### config.mk
export PLATFORM = sky130hd
export DESIGN_NAME = tlb_assoc
export DESIGN_NICKNAME = d
export VERILOG_FILES = /design/src/rtl/tlb_assoc_pkg.sv /design/src/rtl/tlb_victim_sel.sv /design/src/rtl/tlb_assoc.sv
export SDC_FILE = /design/constraint.sdc
export NUM_CORES = 2
export LEC_CHECK = 0
export BUFFER_PORTS_ARGS = -buffer_cell sky130_fd_sc_hd__buf_4
export CAP_MARGIN = 10
export CORE_UTILIZATION = 30
export CTS_CLUSTER_SIZE = 30
export DETAILED_ROUTE_END_ITERATION = 6
export GPL_TIMING_DRIVEN = 0
export SLEW_MARGIN = 20
export SYNTH_ARGS = -nofsm -noshare
export SYNTH_HDL_FRONTEND = slang
export SYNTH_SLANG_ARGS = --single-unit
### constraint.sdc
create_clock -name clk -period 28.8 [get_ports clk]
set_input_delay 1.44 -clock clk [delete_from_list [all_inputs] [get_ports clk]]
set_output_delay 1.44 -clock clk [all_outputs]
set_load 0.05 [all_outputs]
### src/rtl/tlb_assoc_pkg.sv
`default_nettype none
// +--------------------------------------------------------------------------+
// | Module   : tlb_assoc_pkg                                                  |
// | Purpose  : Shared default widths and the miss/flush FSM state encoding    |
// |            used by the fully-associative TLB.                             |
// | Contents : c_VPN_W, c_PPN_W, c_OFF_W, c_ASID_W, tlb_state_t                |
// | Revision : 1.0 - initial release                                          |
// +--------------------------------------------------------------------------+
package tlb_assoc_pkg;

   localparam int c_VPN_W  = 20;
   localparam int c_PPN_W  = 8;
   localparam int c_OFF_W  = 12;
   localparam int c_ASID_W = 4;

   typedef enum logic [1:0] {
      IDLE      = 2'd0,
      WALK_REQ  = 2'd1,
      WALK_WAIT = 2'd2,
      FLUSH     = 2'd3
   } tlb_state_t;

endpackage
`default_nettype wire

### src/rtl/tlb_victim_sel.sv
`default_nettype none
// +--------------------------------------------------------------------------+
// | Module   : tlb_victim_sel                                                 |
// | Purpose  : Combinational replacement choice. Lowest-index invalid entry   |
// |            wins; if all are valid, the oldest entry wins, with the        |
// |            lowest index breaking ties.                                    |
// | Ports    : valid  [N]          entry valid bits                           |
// |            age    [N][AGE_W]   saturating age per entry                   |
// |            victim [IDX_W]      selected entry index                       |
// | Revision : 1.0 - initial release                                          |
// +--------------------------------------------------------------------------+
module tlb_victim_sel #(
   parameter int N     = 16,
   parameter int AGE_W = 4,
   parameter int IDX_W = $clog2(N)
) (
   input  logic [N-1:0]            valid,
   input  logic [N-1:0][AGE_W-1:0] age,
   output logic [IDX_W-1:0]        victim
);

   logic             w_found_free;
   logic [IDX_W-1:0] w_free_idx;
   logic [IDX_W-1:0] w_old_idx;
   logic [AGE_W-1:0] w_old_age;

   always_comb begin
      w_found_free = 1'b0;
      w_free_idx   = '0;
      w_old_idx    = '0;
      w_old_age    = '0;
      // Descending scan so the lowest invalid index is the last one written.
      for (int i = N - 1; i >= 0; i--) begin
         if (!valid[i]) begin
            w_found_free = 1'b1;
            w_free_idx   = IDX_W'(i);
         end
      end
      // Strict '>' on an ascending scan keeps the lowest index on equal ages.
      for (int i = 0; i < N; i++) begin
         if (age[i] > w_old_age) begin
            w_old_age = age[i];
            w_old_idx = IDX_W'(i);
         end
      end
      victim = w_found_free ? w_free_idx : w_old_idx;
   end

endmodule
`default_nettype wire

### src/rtl/tlb_assoc.sv
`default_nettype none
// +--------------------------------------------------------------------------+
// | Module   : tlb_assoc                                                      |
// | Purpose  : Fully-associative TLB with ASID tags, global pages,            |
// |            saturating-age LRU, built-in page-table-walk miss FSM and      |
// |            sequenced flush (all entries or by ASID).                      |
// | Ports    : clk, rst (async, active low)                                   |
// |            mode, asid, req_valid/req_ready, vaddr    - lookup request     |
// |            resp_valid, paddr, resp_hit, resp_fault   - lookup response    |
// |            ptw_req_valid/ready, ptw_req_vpn          - walk request       |
// |            ptw_resp_valid, _ppn, _global, _fault     - walk result        |
// |            flush_valid/ready, flush_all, flush_asid  - flush request      |
// | Optional : TLB_STATS_EN adds stat_hits / stat_misses (32-bit, wrapping).  |
// | Revision : 1.0 - initial release                                          |
// +--------------------------------------------------------------------------+
module tlb_assoc
   import tlb_assoc_pkg::*;
#(
   parameter int N      = 16,
   parameter int VPN_W  = c_VPN_W,
   parameter int PPN_W  = c_PPN_W,
   parameter int OFF_W  = c_OFF_W,
   parameter int ASID_W = c_ASID_W,
   parameter int AGE_W  = 4
) (
   input  logic                    clk,
   input  logic                    rst,
   input  logic                    mode,
   input  logic [ASID_W-1:0]       asid,
   input  logic                    req_valid,
   output logic                    req_ready,
   input  logic [VPN_W+OFF_W-1:0]  vaddr,
   output logic                    resp_valid,
   output logic [PPN_W+OFF_W-1:0]  paddr,
   output logic                    resp_hit,
   output logic                    resp_fault,
   output logic                    ptw_req_valid,
   input  logic                    ptw_req_ready,
   output logic [VPN_W-1:0]        ptw_req_vpn,
   input  logic                    ptw_resp_valid,
   input  logic [PPN_W-1:0]        ptw_resp_ppn,
   input  logic                    ptw_resp_global,
   input  logic                    ptw_resp_fault,
   input  logic                    flush_valid,
   output logic                    flush_ready,
   input  logic                    flush_all,
   input  logic [ASID_W-1:0]       flush_asid
`ifdef TLB_STATS_EN
   ,
   output logic [31:0]             stat_hits,
   output logic [31:0]             stat_misses
`endif
);

   localparam int               c_IDX_W   = $clog2(N);
   localparam logic [AGE_W-1:0] c_AGE_MAX = '1;

   typedef struct packed {
      logic              valid;
      logic              glb;
      logic [ASID_W-1:0] asid;
      logic [VPN_W-1:0]  vpn;
      logic [PPN_W-1:0]  ppn;
      logic [AGE_W-1:0]  age;
   } entry_t;

   entry_t                   r_ent [N];
   tlb_state_t               r_state;
   tlb_state_t               w_state_next;
   logic [c_IDX_W-1:0]       r_flush_idx;
   logic                     r_flush_all;
   logic [ASID_W-1:0]        r_flush_asid;
   logic [VPN_W-1:0]         r_lat_vpn;
   logic [OFF_W-1:0]         r_lat_off;
   logic [ASID_W-1:0]        r_lat_asid;
   logic                     r_resp_valid;
   logic                     r_resp_hit;
   logic                     r_resp_fault;
   logic [PPN_W+OFF_W-1:0]   r_paddr;

   logic [VPN_W-1:0]         w_req_vpn;
   logic [OFF_W-1:0]         w_req_off;
   logic [N-1:0]             w_match;
   logic [N-1:0]             w_valid_vec;
   logic [N-1:0][AGE_W-1:0]  w_age_vec;
   logic                     w_hit;
   logic [c_IDX_W-1:0]       w_hit_idx;
   logic [c_IDX_W-1:0]       w_victim;
   logic                     w_accept;

   assign w_req_vpn = vaddr[VPN_W+OFF_W-1:OFF_W];
   assign w_req_off = vaddr[OFF_W-1:0];

   generate
      for (genvar gi = 0; gi < N; gi++) begin : g_entry
         assign w_match[gi]     = r_ent[gi].valid && (r_ent[gi].vpn == w_req_vpn) &&
                                  (r_ent[gi].glb || (r_ent[gi].asid == asid));
         assign w_valid_vec[gi] = r_ent[gi].valid;
         assign w_age_vec[gi]   = r_ent[gi].age;
      end
   endgenerate

   assign w_hit = |w_match;

   always_comb begin
      w_hit_idx = '0;
      for (int i = N - 1; i >= 0; i--) begin
         if (w_match[i]) begin
            w_hit_idx = c_IDX_W'(i);
         end
      end
   end

   tlb_victim_sel #(
      .N     (N),
      .AGE_W (AGE_W),
      .IDX_W (c_IDX_W)
   ) u_victim_sel (
      .valid  (w_valid_vec),
      .age    (w_age_vec),
      .victim (w_victim)
   );

   // ------------------------------------------------------------------
   // FSM: state register + next-state / handshake outputs
   // ------------------------------------------------------------------
   always_ff @(posedge clk or negedge rst) begin
      if (!rst) begin
         r_state <= IDLE;
      end else begin
         r_state <= w_state_next;
      end
   end

   always_comb begin
      w_state_next  = r_state;
      req_ready     = 1'b0;
      flush_ready   = 1'b0;
      ptw_req_valid = 1'b0;
      case (r_state)
         IDLE: begin
            flush_ready = 1'b1;
            // A pending flush wins; the request is refused in the same cycle.
            req_ready   = !flush_valid;
            if (flush_valid) begin
               w_state_next = FLUSH;
            end else if (req_valid && !mode && !w_hit) begin
               w_state_next = WALK_REQ;
            end
         end
         WALK_REQ: begin
            ptw_req_valid = 1'b1;
            if (ptw_req_ready) begin
               w_state_next = WALK_WAIT;
            end
         end
         WALK_WAIT: begin
            if (ptw_resp_valid) begin
               w_state_next = IDLE;
            end
         end
         FLUSH: begin
            if (r_flush_idx == c_IDX_W'(N - 1)) begin
               w_state_next = IDLE;
            end
         end
         default: w_state_next = IDLE;
      endcase
   end

   assign w_accept = req_valid && req_ready;

   // ------------------------------------------------------------------
   // Entry array, latched miss context and registered response
   // ------------------------------------------------------------------
   always_ff @(posedge clk or negedge rst) begin
      if (!rst) begin
         for (int i = 0; i < N; i++) begin
            r_ent[i] <= '0;
         end
         r_flush_idx  <= '0;
         r_flush_all  <= 1'b0;
         r_flush_asid <= '0;
         r_lat_vpn    <= '0;
         r_lat_off    <= '0;
         r_lat_asid   <= '0;
         r_resp_valid <= 1'b0;
         r_resp_hit   <= 1'b0;
         r_resp_fault <= 1'b0;
         r_paddr      <= '0;
      end else begin
         // Response fields are single-cycle and read as zero when idle.
         r_resp_valid <= 1'b0;
         r_resp_hit   <= 1'b0;
         r_resp_fault <= 1'b0;
         r_paddr      <= '0;
         case (r_state)
            IDLE: begin
               if (flush_valid) begin
                  r_flush_idx  <= '0;
                  r_flush_all  <= flush_all;
                  r_flush_asid <= flush_asid;
               end else if (w_accept) begin
                  if (mode) begin
                     // Supervisor bypass: low VPN bits pass straight through.
                     r_resp_valid <= 1'b1;
                     r_resp_hit   <= 1'b1;
                     r_paddr      <= vaddr[PPN_W+OFF_W-1:0];
                  end else if (w_hit) begin
                     r_resp_valid <= 1'b1;
                     r_resp_hit   <= 1'b1;
                     r_paddr      <= {r_ent[w_hit_idx].ppn, w_req_off};
                     for (int i = 0; i < N; i++) begin
                        if (i == int'(w_hit_idx)) begin
                           r_ent[i].age <= '0;
                        end else if (r_ent[i].valid && (r_ent[i].age != c_AGE_MAX)) begin
                           r_ent[i].age <= r_ent[i].age + AGE_W'(1);
                        end
                     end
                  end else begin
                     r_lat_vpn  <= w_req_vpn;
                     r_lat_off  <= w_req_off;
                     r_lat_asid <= asid;
                  end
               end
            end
            WALK_WAIT: begin
               if (ptw_resp_valid) begin
                  r_resp_valid <= 1'b1;
                  if (ptw_resp_fault) begin
                     r_resp_fault <= 1'b1;
                  end else begin
                     r_paddr <= {ptw_resp_ppn, r_lat_off};
                     for (int i = 0; i < N; i++) begin
                        if (i != int'(w_victim) && r_ent[i].valid &&
                            (r_ent[i].age != c_AGE_MAX)) begin
                           r_ent[i].age <= r_ent[i].age + AGE_W'(1);
                        end
                     end
                     r_ent[w_victim].valid <= 1'b1;
                     r_ent[w_victim].glb   <= ptw_resp_global;
                     r_ent[w_victim].asid  <= r_lat_asid;
                     r_ent[w_victim].vpn   <= r_lat_vpn;
                     r_ent[w_victim].ppn   <= ptw_resp_ppn;
                     r_ent[w_victim].age   <= '0;
                  end
               end
            end
            FLUSH: begin
               if (r_flush_all || (!r_ent[r_flush_idx].glb &&
                                   (r_ent[r_flush_idx].asid == r_flush_asid))) begin
                  r_ent[r_flush_idx].valid <= 1'b0;
               end
               r_flush_idx <= r_flush_idx + c_IDX_W'(1);
            end
            default: ;
         endcase
      end
   end

   assign resp_valid  = r_resp_valid;
   assign resp_hit    = r_resp_hit;
   assign resp_fault  = r_resp_fault;
   assign paddr       = r_paddr;
   assign ptw_req_vpn = r_lat_vpn;

`ifdef TLB_STATS_EN
   logic [31:0] r_stat_hits;
   logic [31:0] r_stat_misses;

   always_ff @(posedge clk or negedge rst) begin
      if (!rst) begin
         r_stat_hits   <= '0;
         r_stat_misses <= '0;
      end else begin
         if (r_state == IDLE && w_accept && !mode && w_hit) begin
            r_stat_hits <= r_stat_hits + 32'd1;
         end
         if (r_state == IDLE && w_state_next == WALK_REQ) begin
            r_stat_misses <= r_stat_misses + 32'd1;
         end
      end
   end

   assign stat_hits   = r_stat_hits;
   assign stat_misses = r_stat_misses;
`endif

endmodule
`default_nettype wire
==> reports/qor.txt <==
Area Growth Syn to Fin: 15.01%
Nets: 3811
FF-to-FF setup slack: 1800 ps
R2R cell count: 121
Crit. Startpoint: r_ent[570]
Async S/R FF share, synth: 1.000
sequential fraction of the synthesis area: 0.4353
CTS tree: yes
CP required: 29300 ps
MaxCap Viol Count: 0
RSZ-0062 raised after global routing: no
outcome: finished clean
clock slew at reported path FFs: 60 ps
Die Ht: 362.4 um
worst min path class: flop to flop
CTS Hold Buffers Added: 0
syn nets: 3632
CP Class: flop to flop
worst-path fanout max: 10
insertion delay to the later sink of the worst-skew pair: 660 ps
Final Hold Fails: 0
vias after detailed routing: 29038
# setup viols final: 0
pin count of the biggest net entering global routing: 97
die area: 131400 um^2
dpl hpwl: 94600 um
CP peak stage delay: 550 ps
reg2reg end: r_ent[579]
top_reg_cell synth: dfrtp_1
Pre-antenna DRT Iters: 6
FP Rows: 131
reg2reg start: r_ent[570]
CP Launch Type: flop
Worst Path Arrival: 27500 ps
routability cong.: 0.9150
remaining global-route overflow: 0
CP max-delay cell: nor2_2
Critical path buffers and inverters: 12
Worst setup EP type: flop
drt wl/cell: 23.44 um
H-tree levels: 3
post-layout minimum cycle time: 27000 ps
first-pass GRT wire length: 191300 um
number of global-route vias before repair: 28847
Max Fclk: 0.03704 GHz
Max transition margin: 0.2026
Clock Sinks: 678
Vias/cell: 5.295
Syn Inst Count: 3517
share of layout cells above drive strength 1: 0.2377
drc violations: 0
Worst-Margin Slew: 1196 ps
gr usage total: 0.1935
fin crit share: 0.9375
setup TNS: 0 ps
instance count on the critical path: 121
Worst setup endpoint: r_ent[579]
PortBufs: 78
cell mode on critical path: ha_1
EDFF count, synth: 0
Die X-Extent: 362.4 um
clk_skew: 45.36 ps
initial antenna violation count: 10
Post-Route WL: 128500 um
Synth warnings: 0
Post-Syn Area per Cell: 11.08 um^2
Cell variety after synth: 105
Slew Limit Fails: 0
CTS Root Cell: clkbuf_16
Initial Util: 0.3041
DRT iter0 DRCs: 2430
I/O Pins: 104
Yosys reg bits: 678
area of the mapped netlist: 38970 um^2
Post-DRT Antenna Nets: 0
Worst path top cell family by delay: compound AO/OA/AOI/OAI gates
core area: 128200 um^2
clock tree buffer depth: 3
CTS buffer count: 78
-- layout make-up --
class	instances	area, um^2
timing repair buffer	99	959.7
inverter	94	355.3
multi-input combinational	2542	20740
antenna	2	5.005
clock buffer	109	2281
sequential	678	16970
tap	1729	2163
clock inverter	28	394.1
buffer	203	957.2
fill	12818	83350
-- cell usage in the layout (no fill, tap or decap), types with 11 or more instances in the layout --
cell type	synthesis	final
nor4b_1	25	25
nor2_1	126	126
o22ai_1	13	12
ha_1	57	57
inv_1	91	91
mux4_2	25	25
clkinv_2	0	14
xor2_1	115	115
a21oi_1	91	91
a22oi_1	12	12
buf_1	16	12
nor2b_1	16	16
and2_1	18	18
o21ai_0	133	133
a21o_1	19	19
nand4_1	88	88
a22o_1	30	30
nor4_1	31	29
a41oi_1	22	22
or3_1	13	13
nand2_1	307	307
buf_4	29	114
clkbuf_8	0	17
o31ai_1	17	17
clkbuf_16	0	80
nor3_1	32	31
clkbuf_1	128	140
nand2b_1	27	27
mux2_4	59	59
or4_1	28	28
dfrtp_1	678	678
mux2_1	126	126
a31o_2	15	15
o21a_1	11	11
mux2i_1	61	61
mux2_2	438	438
nand3_1	59	59
buf_2	23	27
xnor2_1	299	299
a31oi_1	33	33
-- sequential cells by signal, indices dropped and copies added (netlist names) --
| register | cells |
|---|---|
| paddr | 20 |
| r_flush_idx | 4 |
| resp_fault | 1 |
| r_flush_asid | 4 |
| r_lat_asid | 4 |
| ptw_req_vpn | 20 |
| r_state | 2 |
| r_lat_off | 12 |
| resp_valid | 1 |
| resp_hit | 1 |
| r_flush_all | 1 |
| r_ent | 608 |
-- synth_stat cells (88+ instances only) --
library cell,instances,share of area
nand4_1,88,0.014
nor2_1,126,0.012
nand2_1,307,0.030
mux2_2,438,0.13
xnor2_1,299,0.067
clkbuf_1,128,0.012
mux2_1,126,0.036
o21ai_0,133,0.017
xor2_1,115,0.026
dfrtp_1,678,0.44
a21oi_1,91,0.012
inv_1,91,0.0088
-- worst min path at each step --
stage                  from         end  slack (ps)  depth (start not counted)
2_1_floorplan    r_ent[350]  r_ent[350]         450                          1
3_3_place_gp     r_ent[499]  r_ent[499]         460                          1
3_5_place_dp   r_lat_off[1]    paddr[1]         470                          1
4_1_cts          r_ent[577]  r_ent[577]         490                          1
5_1_grt          r_ent[351]  r_ent[351]         500                          1
6_report         r_ent[577]  r_ent[577]         480                          1
-- metal layers --
layer  wire (um)  global-route usage  up-vias
met5          67                   0        -
met4        5335             0.07736       10
met3        8563             0.03469      234
met2       58550              0.3079      996
met1       56010              0.2592    14787
li1            -                   -    13011
-- through the flow --
stage                     utilization  worst slack (ps)  instances  hold slack (ps)  area, um^2
final                          0.3497              1801       5484            482.7       44820
after global placement         0.3255              1922       5324            464.5       41720
after CTS                      0.3488              1566       5474            486.8       44710
after detailed placement       0.3279              1636       5337            472.2       42030
after global routing           0.3497             4.819       5482            502.6       44820
after floorplan                     -              5795       3517            454.1       38970
-- repair_timing --
item,CTS,global route
resized for setup,0,2
setup endpoints to repair,0,442
buffers inserted,0,8
-- logic make-up after synthesis --
family,share of synthesized area
mux,0.2158
fa+ha+maj,0.01962
simple gates,0.1104
flops,0.4353
xor+xnor,0.09304
buf+inv,0.03355
compound gates,0.09224
Power is not shown: default switching activity piles up to over one toggle a cycle in this logic, so the estimate is an artifact.
